[src/rtl/i2c_pkg.sv]
// Shared constants for the i2c_dri master: FSM state encoding, bit timing and R/W bit values.
package i2c_pkg;

   localparam int unsigned TICKS_PER_BIT = 4;

   localparam logic RW_WRITE = 1'b0;
   localparam logic RW_READ  = 1'b1;

   localparam logic [3:0] ST_IDLE    = 4'd0;
   localparam logic [3:0] ST_START   = 4'd1;
   localparam logic [3:0] ST_DEV_W   = 4'd2;
   localparam logic [3:0] ST_ADDR_HI = 4'd3;
   localparam logic [3:0] ST_ADDR_LO = 4'd4;
   localparam logic [3:0] ST_DATA_WR = 4'd5;
   localparam logic [3:0] ST_RESTART = 4'd6;
   localparam logic [3:0] ST_DEV_R   = 4'd7;
   localparam logic [3:0] ST_DATA_RD = 4'd8;
   localparam logic [3:0] ST_STOP    = 4'd9;

   // Tick slots within one SCL bit.
   localparam logic [1:0] PH_LOW    = 2'd0;
   localparam logic [1:0] PH_SET    = 2'd1;
   localparam logic [1:0] PH_HIGH   = 2'd2;
   localparam logic [1:0] PH_SAMPLE = 2'd3;

   function automatic logic is_byte_state(input logic [3:0] s);
      return (s == ST_DEV_W)   || (s == ST_ADDR_HI) || (s == ST_ADDR_LO) ||
             (s == ST_DATA_WR) || (s == ST_DEV_R)   || (s == ST_DATA_RD);
   endfunction

endpackage

[src/rtl/i2c_tick_gen.sv]
// Tick divider: one-cycle tick every CLK_FREQ/(TICKS_PER_BIT*I2C_FREQ) clk cycles; clr holds it at zero.
module i2c_tick_gen
   import i2c_pkg::*;
#(
   parameter int unsigned CLK_FREQ = 50_000_000,
   parameter int unsigned I2C_FREQ = 250_000
) (
   input  logic clk,
   input  logic rst,
   input  logic clr,
   output logic tick
);

   localparam int unsigned DIV_RAW = CLK_FREQ / (TICKS_PER_BIT * I2C_FREQ);
   localparam int unsigned DIV     = (DIV_RAW < 1) ? 1 : DIV_RAW;
   localparam int unsigned CW      = (DIV > 1) ? $clog2(DIV) : 1;

   logic [CW-1:0] cnt_q;
   logic [CW-1:0] cnt_d;

   assign tick = (cnt_q == CW'(DIV - 1));

   always_comb begin
      cnt_d = cnt_q + 1'b1;
      if (clr || tick) begin
         cnt_d = '0;
      end
   end

   always_ff @(posedge clk) begin
      if (rst) begin
         cnt_q <= '0;
      end else begin
         cnt_q <= cnt_d;
      end
   end

endmodule

[src/rtl/i2c_dri.sv]
// i2c_dri: single-byte I2C master (write, or read with repeated START) behind a word address.
// Define I2C_ADDR16_EN to add the ADDR_HI phase selected by bit_ctrl.
module i2c_dri
   import i2c_pkg::*;
#(
   parameter logic [6:0]  SLAVE_ADDR = 7'b1001000,
   parameter int unsigned CLK_FREQ   = 50_000_000,
   parameter int unsigned I2C_FREQ   = 250_000
) (
   input  logic        clk,
   input  logic        rst,
   input  logic        i2c_exec,
   input  logic        i2c_rh_wl,
   input  logic [15:0] i2c_addr,
   input  logic [7:0]  i2c_data_w,
   input  logic        bit_ctrl,
   output logic [7:0]  i2c_data_r,
   output logic        i2c_done,
   output logic        i2c_ack,
   output logic        busy,
   output logic        scl,
   output logic        sda_out,
   output logic        sda_oe,
   input  logic        sda_in
);

   logic [3:0] state_q,   state_d;
   logic [1:0] phase_q,   phase_d;
   logic [3:0] bit_q,     bit_d;
   logic [7:0] shift_q,   shift_d;
   logic [7:0] rx_q,      rx_d;
   logic       rh_wl_q,   rh_wl_d;
   logic [7:0] addr_lo_q, addr_lo_d;
   logic [7:0] data_w_q,  data_w_d;
   logic       scl_q,     scl_d;
   logic       sda_out_q, sda_out_d;
   logic       sda_oe_q,  sda_oe_d;
   logic       done_q,    done_d;
   logic       ack_q,     ack_d;
   logic       busy_q,    busy_d;
   logic [7:0] data_r_q,  data_r_d;
`ifdef I2C_ADDR16_EN
   logic [7:0] addr_hi_q, addr_hi_d;
   logic       bit_ctrl_q, bit_ctrl_d;
`else
   logic       unused_addr16;
   assign unused_addr16 = ^{bit_ctrl, i2c_addr[15:8]};
`endif

   logic       tick;
   logic [3:0] nxt_state;
   logic [7:0] nxt_byte;

   i2c_tick_gen #(
      .CLK_FREQ (CLK_FREQ),
      .I2C_FREQ (I2C_FREQ)
   ) u_tick_gen (
      .clk  (clk),
      .rst  (rst),
      .clr  (state_q == ST_IDLE),
      .tick (tick)
   );

   // Successor state and byte to load once the current byte has been ACKed.
   always_comb begin
      nxt_state = ST_STOP;
      nxt_byte  = '0;
      case (state_q)
         ST_DEV_W: begin
`ifdef I2C_ADDR16_EN
            if (bit_ctrl_q) begin
               nxt_state = ST_ADDR_HI;
               nxt_byte  = addr_hi_q;
            end else begin
               nxt_state = ST_ADDR_LO;
               nxt_byte  = addr_lo_q;
            end
`else
            nxt_state = ST_ADDR_LO;
            nxt_byte  = addr_lo_q;
`endif
         end
`ifdef I2C_ADDR16_EN
         ST_ADDR_HI: begin
            nxt_state = ST_ADDR_LO;
            nxt_byte  = addr_lo_q;
         end
`endif
         ST_ADDR_LO: begin
            if (rh_wl_q == RW_READ) begin
               nxt_state = ST_RESTART;
            end else begin
               nxt_state = ST_DATA_WR;
               nxt_byte  = data_w_q;
            end
         end
         ST_DEV_R: nxt_state = ST_DATA_RD;
         default:  ;
      endcase
   end

   always_comb begin
      state_d   = state_q;
      phase_d   = phase_q;
      bit_d     = bit_q;
      shift_d   = shift_q;
      rx_d      = rx_q;
      rh_wl_d   = rh_wl_q;
      addr_lo_d = addr_lo_q;
      data_w_d  = data_w_q;
      scl_d     = scl_q;
      sda_out_d = sda_out_q;
      sda_oe_d  = sda_oe_q;
      done_d    = 1'b0;
      ack_d     = ack_q;
      busy_d    = busy_q;
      data_r_d  = data_r_q;
`ifdef I2C_ADDR16_EN
      addr_hi_d  = addr_hi_q;
      bit_ctrl_d = bit_ctrl_q;
`endif

      if (state_q == ST_IDLE) begin
         scl_d     = 1'b1;
         sda_out_d = 1'b1;
         sda_oe_d  = 1'b0;
         // done_q blocks the done cycle itself so the next command lands strictly after it.
         if (i2c_exec && !done_q) begin
            state_d   = ST_START;
            phase_d   = '0;
            bit_d     = '0;
            rh_wl_d   = i2c_rh_wl;
            addr_lo_d = i2c_addr[7:0];
            data_w_d  = i2c_data_w;
            busy_d    = 1'b1;
            ack_d     = 1'b0;
`ifdef I2C_ADDR16_EN
            addr_hi_d  = i2c_addr[15:8];
            bit_ctrl_d = bit_ctrl;
`endif
         end
      end else if (tick) begin
         phase_d = phase_q + 2'd1;
         case (state_q)
            ST_START: begin
               case (phase_q)
                  PH_LOW: begin
                     sda_oe_d  = 1'b1;
                     sda_out_d = 1'b1;
                  end
                  PH_HIGH: sda_out_d = 1'b0;
                  PH_SAMPLE: begin
                     state_d = ST_DEV_W;
                     bit_d   = '0;
                     shift_d = {SLAVE_ADDR, RW_WRITE};
                  end
                  default: ;
               endcase
            end
            ST_RESTART: begin
               case (phase_q)
                  PH_LOW: scl_d = 1'b0;
                  PH_SET: begin
                     sda_oe_d  = 1'b1;
                     sda_out_d = 1'b1;
                  end
                  PH_HIGH: scl_d = 1'b1;
                  default: begin
                     sda_out_d = 1'b0;
                     state_d   = ST_DEV_R;
                     bit_d     = '0;
                     shift_d   = {SLAVE_ADDR, RW_READ};
                  end
               endcase
            end
            ST_STOP: begin
               case (phase_q)
                  PH_LOW: scl_d = 1'b0;
                  PH_SET: begin
                     sda_oe_d  = 1'b1;
                     sda_out_d = 1'b0;
                  end
                  PH_HIGH: scl_d = 1'b1;
                  default: begin
                     sda_out_d = 1'b1;
                     sda_oe_d  = 1'b0;
                     state_d   = ST_IDLE;
                     done_d    = 1'b1;
                     busy_d    = 1'b0;
                  end
               endcase
            end
            default: begin
               if (!is_byte_state(state_q)) begin
                  state_d = ST_IDLE;
                  busy_d  = 1'b0;
               end else begin
                  case (phase_q)
                     PH_LOW: scl_d = 1'b0;
                     PH_SET: begin
                        // Bits 0..7 carry data; bit 8 is the ACK slot, released by the master.
                        if (bit_q < 4'd8 && state_q != ST_DATA_RD) begin
                           sda_oe_d  = 1'b1;
                           sda_out_d = shift_q[7];
                        end else begin
                           sda_oe_d  = 1'b0;
                           sda_out_d = 1'b1;
                        end
                     end
                     PH_HIGH: scl_d = 1'b1;
                     default: begin
                        if (bit_q < 4'd8) begin
                           bit_d = bit_q + 4'd1;
                           if (state_q == ST_DATA_RD) begin
                              rx_d = {rx_q[6:0], sda_in};
                           end else begin
                              shift_d = {shift_q[6:0], 1'b0};
                           end
                        end else begin
                           bit_d = '0;
                           if (state_q == ST_DATA_RD) begin
                              data_r_d = rx_q;
                              state_d  = ST_STOP;
                           end else if (sda_in) begin
                              ack_d   = 1'b1;
                              state_d = ST_STOP;
                           end else begin
                              state_d = nxt_state;
                              shift_d = nxt_byte;
                           end
                        end
                     end
                  endcase
               end
            end
         endcase
      end
   end

   always_ff @(posedge clk) begin
      if (rst) begin
         state_q   <= ST_IDLE;
         phase_q   <= '0;
         bit_q     <= '0;
         shift_q   <= '0;
         rx_q      <= '0;
         rh_wl_q   <= RW_WRITE;
         addr_lo_q <= '0;
         data_w_q  <= '0;
         scl_q     <= 1'b1;
         sda_out_q <= 1'b1;
         sda_oe_q  <= 1'b0;
         done_q    <= 1'b0;
         ack_q     <= 1'b0;
         busy_q    <= 1'b0;
         data_r_q  <= '0;
`ifdef I2C_ADDR16_EN
         addr_hi_q  <= '0;
         bit_ctrl_q <= 1'b0;
`endif
      end else begin
         state_q   <= state_d;
         phase_q   <= phase_d;
         bit_q     <= bit_d;
         shift_q   <= shift_d;
         rx_q      <= rx_d;
         rh_wl_q   <= rh_wl_d;
         addr_lo_q <= addr_lo_d;
         data_w_q  <= data_w_d;
         scl_q     <= scl_d;
         sda_out_q <= sda_out_d;
         sda_oe_q  <= sda_oe_d;
         done_q    <= done_d;
         ack_q     <= ack_d;
         busy_q    <= busy_d;
         data_r_q  <= data_r_d;
`ifdef I2C_ADDR16_EN
         addr_hi_q  <= addr_hi_d;
         bit_ctrl_q <= bit_ctrl_d;
`endif
      end
   end

   assign i2c_data_r = data_r_q;
   assign i2c_done   = done_q;
   assign i2c_ack    = ack_q;
   assign busy       = busy_q;
   assign scl        = scl_q;
   assign sda_out    = sda_out_q;
   assign sda_oe     = sda_oe_q;

endmodule

[config.mk]
export PLATFORM = sky130hd
export DESIGN_NAME = i2c_dri
export DESIGN_NICKNAME = d
export VERILOG_FILES = /design/src/rtl/i2c_pkg.sv /design/src/rtl/i2c_tick_gen.sv /design/src/rtl/i2c_dri.sv
export SDC_FILE = /design/constraint.sdc
export NUM_CORES = 1
export LEC_CHECK = 0
export CAP_MARGIN = 20
export CORE_MARGIN = 5
export CORE_UTILIZATION = 45
export CTS_BUF_LIST = sky130_fd_sc_hd__clkbuf_4 sky130_fd_sc_hd__clkbuf_8 sky130_fd_sc_hd__clkbuf_16
export DETAILED_ROUTE_END_ITERATION = 10
export PLACE_DENSITY = 0.67
export SETUP_SLACK_MARGIN = 0.3
export SYNTH_ARGS = -nofsm -noshare
export SYNTH_HDL_FRONTEND = slang
export SYNTH_HIERARCHICAL = 1
export SYNTH_SLANG_ARGS = --single-unit
[constraint.sdc]
create_clock -name clk -period 6.1 [get_ports clk]
set_input_delay 0.61 -clock clk [delete_from_list [all_inputs] [get_ports clk]]
set_output_delay 0.61 -clock clk [all_outputs]
set_load 0.005 [all_outputs]
==> results of run 1 <==
-- logic make-up (layout without fill, tap and decap cells) --
logic type                 Yosys count  after routing  synth area share
AOI/OAI and AO/OA                   91             91             0.206
xor gates and xnor gates             4              4            0.0106
adders and majority gates            7              7            0.0264
buffers and inverters               42             70            0.0656
DFF                                 63             63             0.380
muxes                               23             23            0.0709
and+or+nand+nor                    141            141             0.240
-- metal layers --
layer,vias up,routed length [µm],track usage
met2,65,3460,0.260
met5,-,0,0
met3,11,317,0.0469
met1,1289,3480,0.238
met4,0,101,0.0735
li1,1389,-,-
-- flip-flops by register name, summed over array words and instances, names as in the netlist --
name and count:
u_tick_gen/cnt_q 6, addr_lo_q 8, busy 1, data_w_q 8, i2c_done 1, scl 1, phase_q 2, state_q 4
bit_q 4, i2c_data_r 8, rx_q 8, i2c_ack 1, sda_out 1, shift_q 8, sda_oe 1, rh_wl_q 1
-- placed cells by master, fill, tap and decap left out, types with 4 or more instances in the layout --
cell type	synthesis	final
ha_1	7	7
clkbuf_8	0	12
o32ai_1	8	8
and3_1	7	7
nor2b_1	7	7
a21oi_1	27	27
nand2_1	43	43
dfxtp_1	63	63
nor3_1	6	6
a311oi_1	5	5
mux2i_1	22	22
nand3_1	5	5
nor2_1	37	37
clkdlybuf4s50_1	0	33
inv_1	16	16
nor4b_2	4	4
o21ai_0	9	9
-- where the power goes --
group	switching (µW)	internal, µW	leakage [µW]
Combinational	158	115	0.000802
Sequential	54.4	441	0.000511
Clock	159	264	0.000119
Total	372	820	0.00143
-- through the flow --
stage               setup slack [ns]  instance area, µm²  hold WS (ns)   util
CTS                             3.58                3880         0.458  0.538
global placement                3.60                3640         0.440  0.505
floorplan                       4.17                3320         0.432      -
detailed placement              3.59                3640         0.448  0.505
global route                    3.46                3900         0.478  0.540
finish                          3.69                3900         0.456  0.540
-- worst max-delay path, delay by kind of cell, from the launching register on --
kind / cells / cell delay [ns]
adders and majority gates: 1 / 0.17
DFF: 1 / 0.39
AOI/OAI and AO/OA: 1 / 0.36
and+or+nand+nor: 2 / 0.60
muxes: 2 / 0.59
buffers and inverters: 1 / 0.22
-- final cells by class --
class | instances | area (µm²)
clock inverter | 4 | 76.3
fill | 701 | 3320
multi-input combinational | 266 | 1840
timing repair buffer | 37 | 365
clock buffer | 12 | 165
inverter | 17 | 63.8
tap | 99 | 124
sequential | 63 | 1260
-- path summary, 6_finish.rpt --
check | endpoint | slack, ns | cells past startpoint
max | state_q[3] | 3.69 | 7
min | addr_lo_q[3] | 0.46 | 2
max reg2reg | state_q[3] | 3.69 | 7
min reg2reg | addr_lo_q[3] | 0.46 | 2
==> flow_summary.yaml, run 1 <==
run_status:
  status: "completed"
yosys:
  avgSynthCellArea_um2: 8.95
  yosysSeqAreaShare: 0.380
  syn-cell-area_mm2: 0.00332
  yosys_register_bits: 63
  syn-num-nets: 408
  synth_cell_types: 72
  synth_top_flop_cell: "dfxtp_1"
  synth_most_common_cell: "dfxtp_1"
  yosysWarnings: 6
  yosys-top-cells-area: "dfxtp_1 (38%), mux2i_1 (6.6%), nand2_1 (4.9%)"
  synth_edf_count: 0
  netlist_instances: 371
  async_flop_share: 0
  yosysTopAreaCell: "dfxtp_1"
  yosys-top-cells-count: "dfxtp_1 (63), nand2_1 (43), nor2_1 (37)"
  yosysTopAreaCellShare: 0.380
drt:
  wl_um: 7360
  antenna_left: 0
  drt_iter0_markers: 179
  wl_per_cell_um: 14.8
  dr.pass1.iters: 4
  viasPerCell: 5.53
  route.detailed.drc: 0
  via_count: 2754
floorplan:
  start_util: 0.460
  core_mm2: 0.00721
  top_level_ports: 44
  chipWidth_um: 95.9
  dieArea_mm2: 0.00919
  die_h_um: 95.9
  row_count: 31
clock_network:
  cts_resized: 0
  clk_path_buf_depth: 2
  cts-buffers-inserted: 9
  htreeDepth: 3
  cts_root_buf: "clkbuf_8"
  clkSinkCount: 63
  holdBufCountCts: 0
  clk_pin_slew_ns: 0.07
  insertion_delay_ns: 0.34
  postCtsSetupRepairBufs: 0
  cts_tree: "built"
layout:
  stdcell_count: 498
  antenna_cells: 0
  fin_nets: 431
  post_route_cells_drive_above_1_share: 0.118
  area_growth_pct: 17.4
grt:
  antenna_found_initial: 0
  grt.total_usage: 0.175
  grt_first_pass_wirelength_um: 12500
  grt_max_degree: 56
  grt_remaining_overflow: 0
  grt_pass1_vias: 2676
place:
  numPortBuffers: 34
  numPlacedInstances: 481
  dp_hpwl_um: 4970
  routabilityCongestion: 0.783
power_and_ir_drop:
  p_leak_uw: 0.00143
  power.total_uw: 1190
  ir_worst_vdd_v: 0.000206
  p_per_area_mw_per_mm2: 306
setup_path:
  setup.worst_path.end_class: "register"
  slowest_stage: "nor2_1"
  path_cells: "ha_1 -> nand4b_1 -> nor2_1 -> inv_1 -> mux2_4 -> a31oi_2 -> mux2i_1"
  cp_max_fo: 8
  start_kind: "register"
  crit_type: "reg2reg"
  reg2reg_from: "u_tick_gen/cnt_q[0]"
  required_ns: 6.36
  critPathLaunch: "u_tick_gen/cnt_q[0]"
  arrival_ns: 2.67
  critPathMaxStageDelay_ns: 0.47
hold_path:
  worstHoldPathType: "reg2reg"
  hold_start: "addr_lo_q[3]"
run:
  maxCapViolCount: 0
sta:
  max_freq_mhz: 414
  finalCritPeriodShare: 0.396
  clock_skew_ns: 0.0110
  hold_viol_final: 0
  max_slew_margin: 0.297
  setup_tns_ns: 0
  rsz0062_at_grt: "false"
  tightestPinTransition_ns: 1.05
  layout_min_cycle_time_ns: 2.41
  drv_slew: 0
  finalSetupViolations: 0
Note: power is estimated with default switching activity, not from simulation.
==> inputs of run 2 (changes only) <==
clock period = 2.25 ns   (was 6.1 ns; I/O delays follow)
==> run 2 against run 1 <==
Sequential power grew to 2.6 times the previous value; non-clock buffer count increased by 23; count of clock-buffer cells in the layout is the same; via count is 3.5% higher; largest cell class unchanged; critical endpoint is now sda_out; die area did not move.
==> flow_summary.yaml, run 2 (synthesized netlist as in run 1, its figures left out) <==
floorplan:
  dieArea_mm2: 0.00919
  core_mm2: 0.00721
  chipWidth_um: 95.9
  die_h_um: 95.9
  top_level_ports: 44
  row_count: 31
  start_util: 0.460
drt:
  antenna_left: 0
  wirelength_met1_um: 3730
  wl_um: 7920
  wl_met2_um: 3790
  via_count: 2850
  top_layer: "met4"
  viasPerCell: 5.48
  drt_iter0_markers: 150
  dr.pass1.iters: 4
  route.detailed.drc: 0
  dr_wl_met3_um: 314
  wl_per_cell_um: 15.2
run:
  maxCapViolCount: 0
layout:
  post_route_cells_drive_above_1_share: 0.197
  antenna_cells: 0
  layout.cells.most_common: "dfxtp_1"
  area_growth_pct: 23.2
  final_cell_mix: "dfxtp_1 (56), nand2_1 (43), nor2_1 (37), clkdlybuf4s50_1 (33), a21oi_1 (27)"
  fin_nets: 454
setup_path:
  crit_family: "compound AO/OA/AOI/OAI gates"
  required_ns: 2.52
  setup.worst_path.end_class: "register"
  cp_max_fo: 6
  arrival_ns: 2.15
  critPathMaxStageDelay_ns: 0.40
  path_cells: "inv_2 -> ha_4 -> nand4b_1 -> nor2_1 -> buf_4 -> o41ai_2 -> a311o_1 -> nor3_2 -> mux2i_1"
  crit_type: "reg2reg"
  start_kind: "register"
  reg2reg_depth: 9
  path_depth: 9
  slowest_stage: "a311o_1"
  critPathBufInv: 2
hold_path:
  worstHoldPathType: "in2reg"
  whs_path_depth: 2
clock_network:
  htreeDepth: 3
  cts-buffers-inserted: 9
  clkSinkCount: 63
  cts_root_buf: "clkbuf_8"
  cts_tree: "built"
  insertion_delay_ns: 0.35
  clk_path_buf_depth: 2
  clk_pin_slew_ns: 0.07
grt:
  antenna_found_initial: 0
  grt_first_pass_wirelength_um: 13200
  grt_max_degree: 30
  grt.total_usage: 0.184
  grt_pass1_vias: 2742
  grt_remaining_overflow: 0
place:
  numPortBuffers: 34
  dp_hpwl_um: 5480
  routabilityCongestion: 0.872
run_status:
  status: "completed"
sta:
  tightestPinTransition_ns: 0.521
  max_slew_margin: 0.652
  finalCritPeriodShare: 0.835
  rsz0062_at_grt: "true"
  max_freq_mhz: 532
  finalSetupViolations: 0
  hold_viol_final: 0
  layout_min_cycle_time_ns: 1.88
  clock_skew_ns: 0.00951
  setup_tns_ns: 0
  drv_slew: 0
power_and_ir_drop:
  p_leak_uw: 0.00155
  power.total_uw: 3170
  ir_worst_vdd_v: 0.000468
  p_per_area_mw_per_mm2: 776
run 2: changes by cell type in the layout (fill, tap and decap cells not counted), moves of 2 or more:
cell	change
inv_1	-2
dfxtp_2	+6
ha_1	-2
clkinv_2	+2
nor3b_1	-2
dfxtp_1	-7
buf_4	+22
bufinv_16	-2
nor3b_2	+2
run 2: worst paths after layout:
| kind | endpoint | slack, ns | start |
|---|---|---|---|
| max reg2reg | sda_out | 0.37 | u_tick_gen/cnt_q[1] |
| min | rx_q[7] | 0.33 | rst |
| max | sda_out | 0.37 | u_tick_gen/cnt_q[1] |
| min reg2reg | u_tick_gen/cnt_q[0] | 0.46 | u_tick_gen/cnt_q[0] |
run 2: timing repair:
action                     CTS  global route
setup endpoints to repair   41            38
hold endpoints to repair     0             0
buffers inserted             2             6
hold buffers                 0             0
pin swaps                    3             3
resized for setup            7            14
run 2: worst register-to-register path: stages (launching register included):
cell and delay, ns:
dfxtp_2 0.34, inv_2 0.06, ha_4 0.11, nand4b_1 0.12
nor2_1 0.14, buf_4 0.18, o41ai_2 0.10, a311o_1 0.40
nor3_2 0.15, mux2i_1 0.20
run 2: metrics by stage:
| step | util | setup WS, ns | cell area (µm²) | std cells | hold slack (ns) |
|---|---|---|---|---|---|
| global placement | 0.521 | 0.147 | 3760 | 497 | 0.442 |
| finish | 0.567 | 0.372 | 4090 | 520 | 0.332 |
| CTS | 0.555 | 0.296 | 4000 | 514 | 0.331 |
| floorplan | - | 0.323 | 3320 | 371 | 0.361 |
| global route | 0.567 | 0.261 | 4090 | 520 | 0.364 |
| detailed placement | 0.521 | 0.117 | 3760 | 497 | 0.448 |
run 2: report_power, final:
group          internal [µW]  switching (µW)
registers               1200             100
clock network            480             441
logic                    425             524
run 2: metal layers:
metal	track usage	vias up
met1	0.241	1370
met4	0.0545	0
met5	0	-
met3	0.0508	6
met2	0.294	43
li1	-	1431
run 2: cell type report:
| class | count | area [µm²] |
|---|---|---|
| Timing Repair Buffer | 60 | 547 |
| Sequential cell | 63 | 1270 |
| Clock buffer | 12 | 165 |
| Tap cell | 99 | 124 |
| Fill cell | 657 | 3130 |
| Multi-Input combinational cell | 266 | 1900 |
| Inverter | 17 | 66.3 |
| Clock inverter | 3 | 17.5 |
==> inputs of run 3 (changes only) <==
clock period = 1.9 ns   (was 2.25 ns; I/O delays follow)
==> run 3 against run 2 <==
The run now ends with setup timing left; clock skew about the same; largest power group unchanged; clock power increased by 44%; global-route usage increased by 0.77 points; die area unchanged; sequential power increased by 18%; utilization increased by 5.5 points; count of clock-buffer cells in the layout decreased by 1; worst setup slack got worse by 0.39 ns; cell area increased by 9.7%.
==> flow_summary.yaml, run 3 (synthesized netlist as in run 1, its figures left out) <==
place:
  dp_hpwl_um: 5730
  preCtsSetupSlack_ns: -0.0297
  numPortBuffers: 34
  placed_area_mm2: 0.00394
  routabilityCongestion: 0.874
sta:
  rsz0062_at_grt: "true"
  finalSetupViolations: 2
  max_slew_margin: 0.680
  max_freq_mhz: 521
  tightestPinTransition_ns: 0.479
  layout_min_cycle_time_ns: 1.92
  drv_slew: 0
  finalCritPeriodShare: 1.01
  clock_skew_ns: 0.00967
  finalWorstSetupSlack_ns: -0.0198
  whs_ns: 0.226
  hold_viol_final: 0
floorplan:
  top_level_ports: 44
  chipWidth_um: 95.9
  start_util: 0.460
  core_mm2: 0.00721
  dieArea_mm2: 0.00919
  die_h_um: 95.9
  row_count: 31
setup_path:
  setup.worst_path.end_class: "register"
  required_ns: 2.17
  reg2reg_from: "u_tick_gen/cnt_q[1]"
  critPathBufInv: 3
  cp_max_fo: 3
  crit_type: "reg2reg"
  reg2reg_depth: 10
  r2r_slack_ns: -0.02
  start_kind: "register"
  arrival_ns: 2.19
  crit_family: "simple AND/OR/NAND/NOR gates"
  critPathMaxStageDelay_ns: 0.35
  r2r-end: "sda_out"
  path_depth: 10
  critPathLaunch: "u_tick_gen/cnt_q[1]"
  slowest_stage: "a311o_1"
  critPathCapture: "sda_out"
  path_cells: "inv_2 -> ha_4 -> nand4b_1 -> nor2_4 -> buf_12 -> buf_6 -> o41ai_4 -> a311o_1 -> nor3_2 -> mux2i_1"
clock_network:
  clkSinkCount: 63
  clk_path_buf_depth: 2
  clk_pin_slew_ns: 0.07
  insertion_delay_ns: 0.34
  htreeDepth: 3
  holdBufCountCts: 0
  cts_root_buf: "clkbuf_8"
  cts-buffers-inserted: 9
  cts_tree: "built"
grt:
  grt_remaining_overflow: 0
  grt.total_usage: 0.191
  grt_pass1_vias: 2810
  grt_first_pass_wirelength_um: 13800
  grt_max_degree: 28
  antenna_found_initial: 0
layout:
  final_cell_mix: "dfxtp_1 (58), nand2_1 (42), nor2_1 (36), clkdlybuf4s50_1 (33), buf_4 (31)"
  post_route_cells_drive_above_1_share: 0.260
  layout.cells.most_common: "dfxtp_1"
  antenna_cells: 0
  fin_nets: 471
  area_growth_pct: 35.1
  fin_util: 0.622
  finish.instance_area_mm2: 0.00449
run:
  maxCapViolCount: 0
hold_path:
  whs_path_depth: 2
  worstHoldPathType: "in2reg"
power_and_ir_drop:
  p_per_area_mw_per_mm2: 945
  ir_worst_vdd_v: 0.000595
  p_leak_uw: 0.00169
drt:
  wl_per_cell_um: 15.9
  wl_um: 8540
  dr.pass1.iters: 4
  drt_iter0_markers: 274
  antenna_left: 0
  via_count: 3006
  viasPerCell: 5.59
  route.detailed.drc: 0
run_status:
  status: "complete, but fails checks"
  violations: "setup timing"
## run 3: cell count changes in the layout (fill, tap and decap cells not counted), moves of 3 or more
cell and change:
a21oi_1 -3, a21oi_2 +3, buf_12 +3, buf_4 +7
buf_6 +6, dfxtp_2 -3, o32ai_1 -4, o32ai_2 +4
## run 3: cell type report
type	instances	area, µm²
Inverter	17	63.8
Tap cell	99	124
Timing Repair Buffer	76	727
Fill cell	636	2730
Clock buffer	11	145
Multi-Input combinational cell	267	2070
Sequential cell	63	1270
Clock inverter	5	81.3
## run 3: layer usage
| layer | part of all wire | GRT usage | wire length [µm] | up-vias |
|---|---|---|---|---|
| met3 | 0.053 | 0.0438 | 451 | 14 |
| met2 | 0.49 | 0.306 | 4140 | 75 |
| met4 | 0.012 | 0.0545 | 101 | 0 |
| met1 | 0.45 | 0.258 | 3850 | 1444 |
| met5 | 0 | 0 | 0 | - |
| li1 | - | - | - | 1473 |
## run 3: how the worst min path moves through the flow
stage                      start           end
floorplan            i2c_addr[1]  addr_lo_q[1]
global placement     data_w_q[6]   data_w_q[6]
detailed placement  addr_lo_q[0]  addr_lo_q[0]
CTS                          rst      bit_q[1]
global route                 rst      bit_q[3]
finish                       rst      bit_q[3]
## run 3: timing repair
item | 4_1_cts | 5_1_grt
gates cloned | 0 | 1
gates resized for setup | 19 | 19
endpoints found under the setup margin | 55 | 53
pin swaps | 11 | 10
endpoints found under the hold margin | 0 | 0
buffers inserted | 5 | 6
## run 3: power breakdown
group | leakage, µW | total, µW | internal [µW] | switching (µW)
logic | 0.00107 | 1380 | 627 | 749
clock network | 0.000113 | 1330 | 790 | 545
registers | 0.000514 | 1530 | 1420 | 108
## run 3: through the flow
step                instances  setup TNS, ns  total power [µW]
detailed placement        510        -0.0522              2760
global route              538          -2.31              4440
finish                    538        -0.0247              4240
floorplan                 371              0              2350
CTS                       531              0              4140
global placement          510              0              2730
==> variant (config.mk and constraints of run 2) <==
`I2C_FREQ` is set to 250_000 in 2 places; all go to 500_000.
--- a/src/rtl/i2c_tick_gen.sv
+++ b/src/rtl/i2c_tick_gen.sv
@@ -4,5 +4,5 @@
 #(
    parameter int unsigned CLK_FREQ = 50_000_000,
-   parameter int unsigned I2C_FREQ = 250_000
+   parameter int unsigned I2C_FREQ = 500_000
 ) (
    input  logic clk,
--- a/src/rtl/i2c_dri.sv
+++ b/src/rtl/i2c_dri.sv
@@ -6,5 +6,5 @@
    parameter logic [6:0]  SLAVE_ADDR = 7'b1001000,
    parameter int unsigned CLK_FREQ   = 50_000_000,
-   parameter int unsigned I2C_FREQ   = 250_000
+   parameter int unsigned I2C_FREQ   = 500_000
 ) (
    input  logic        clk,
Check against the original RTL: no difference found for any inputs over 10 cycles, from zero or initial values and one cycle with rst high; that may be too few to reach the edited logic, so the function may still have changed.
==> variant against run 2 <==
Sequential cell count shrank 1. Critical path depth shrank 3. Utilization shrank 1.7 points. Setup slack gained 0.021 ns. Non-clock buffer count shrank 8. Design area shrank 3.5%. Wire length shrank 3.6%. Area after synthesis shrank 1.6%. Total power shrank 1.9%. Largest cell class unchanged. Largest power group unchanged. Highest routed layer unchanged.
==> variant: results (changes against run 2) <==
outcome = finished, final reports clean
DR pass1 iterations = 5 (+1)
Crit. Startpoint = phase_q[0]
layout cells sized above 1 = 16.9% (-2.8 points)
nets = 441 (-2.9%)
synth top area cells = dfxtp_1, mux2i_1, nand2_1
Avg Vias per Cell = 5.59 (+2.0%)
synth cell count leaders = dfxtp_1, nand2_1, nor2_1, a21oi_1, mux2i_1
Tightest Pin Transition = 0.520 ns (-0.000301 ns)
All-Layer GR Usage = 18.1% (-0.27 points)
sequential cell area fraction in the yosys report = 38.0% (about the same)
Max IR drop VDD = 0.000496 V (+5.9%)
largest net degree at the start of global routing = 24 (-20%)
wl on met1 = 3560 um (-4.4%)
DRT iter0 DRCs = 244 (+63%)
maximum fanout along the worst path = 5 (-1)
vias in the first global route = 2658 (-3.1%)
met2 WL = 3580 um (-5.5%)
met3 WL = 359 um (+14%)
# fillers = 647 (-1.5%)
global-route wire length before repair = 12900 um (-2.3%)
Detailed Place HPWL = 5400 um (-1.4%)
placed cell areas = 3710 um2 (-1.3%)
Final Non-Filler Cells = 508 (-2.3%)
DP Cell Count = 491 (-1.2%)
pre-CTS setup slack = 0.267 ns (+0.150 ns)
Yosys cell types = 70 (-2.8%)
syn nets = 403 (-1.2%)
footprint of the multi-input gates = 1840 um2 (-3.1%)
Avg Cell Area, Syn = 8.93 um2 (-0.24%)
Pleak = 0.00146 uW (-5.6%)
variant: cell count changes in the layout (fill, tap and decap cells not counted), sizes merged:
| cell | before | now |
|---|---|---|
| clkbuf | 12 | 9 |
| nand4b | 2 | 1 |
| and4b | 0 | 1 |
| dfxtp | 63 | 62 |
| clkinv | 2 | 3 |
| buf | 27 | 19 |
| nand2 | 44 | 43 |
| nor2 | 37 | 35 |
| inv | 17 | 22 |
| a21oi | 29 | 28 |
| o21ai | 10 | 8 |
variant: what timing repair did:
item | CTS | global route
pin swaps | 0 | 1
resized for setup | 4 | 8
setup endpoints to repair | 28 | 32
setup buffers | 0 | 1
variant: kinds of logic after synthesis:
| logic type | synth area share [%] |
|---|---|
| mux | 7.20 |
| fa+ha+maj | 2.68 |
| simple gates | 23.9 |
| flops | 38.0 |
| compound gates | 20.3 |
| buf+inv | 6.89 |
| xor+xnor | 1.07 |
variant: final timing paths:
kind | slack (ns) | to
worst max register to register | 0.39 | sda_oe
worst max-delay path | 0.39 | sda_oe
worst min-delay path | 0.31 | rh_wl_q
worst min register to register | 0.45 | addr_lo_q[3]
variant: cell type report:
cell class | instances | share of cell area (%)
multi-input combinational | 260 | 46.6
sequential | 62 | 31.6
clock buffer | 9 | 3.14
inverter | 19 | 1.81
clock inverter | 7 | 1.43
timing repair buffer | 52 | 12.2
tap | 99 | 3.14
variant: report_power, final:
group | total, uW | internal (uW) | switching, uW | leakage (uW)
logic | 928 | 412 | 515 | 0.000869
registers | 1290 | 1180 | 110 | 0.000505
clock network | 894 | 412 | 482 | 0.0000906
total | 3110 | 2000 | 1110 | 0.00146
variant: worst max-delay path, cell delays in order (launching register included):
cell and delay [ns]:
dfxtp_2 0.37, inv_1 0.06, ha_1 0.24, or2_2 0.32, a311o_1 0.38, nor4_2 0.31, nor3b_2 0.07
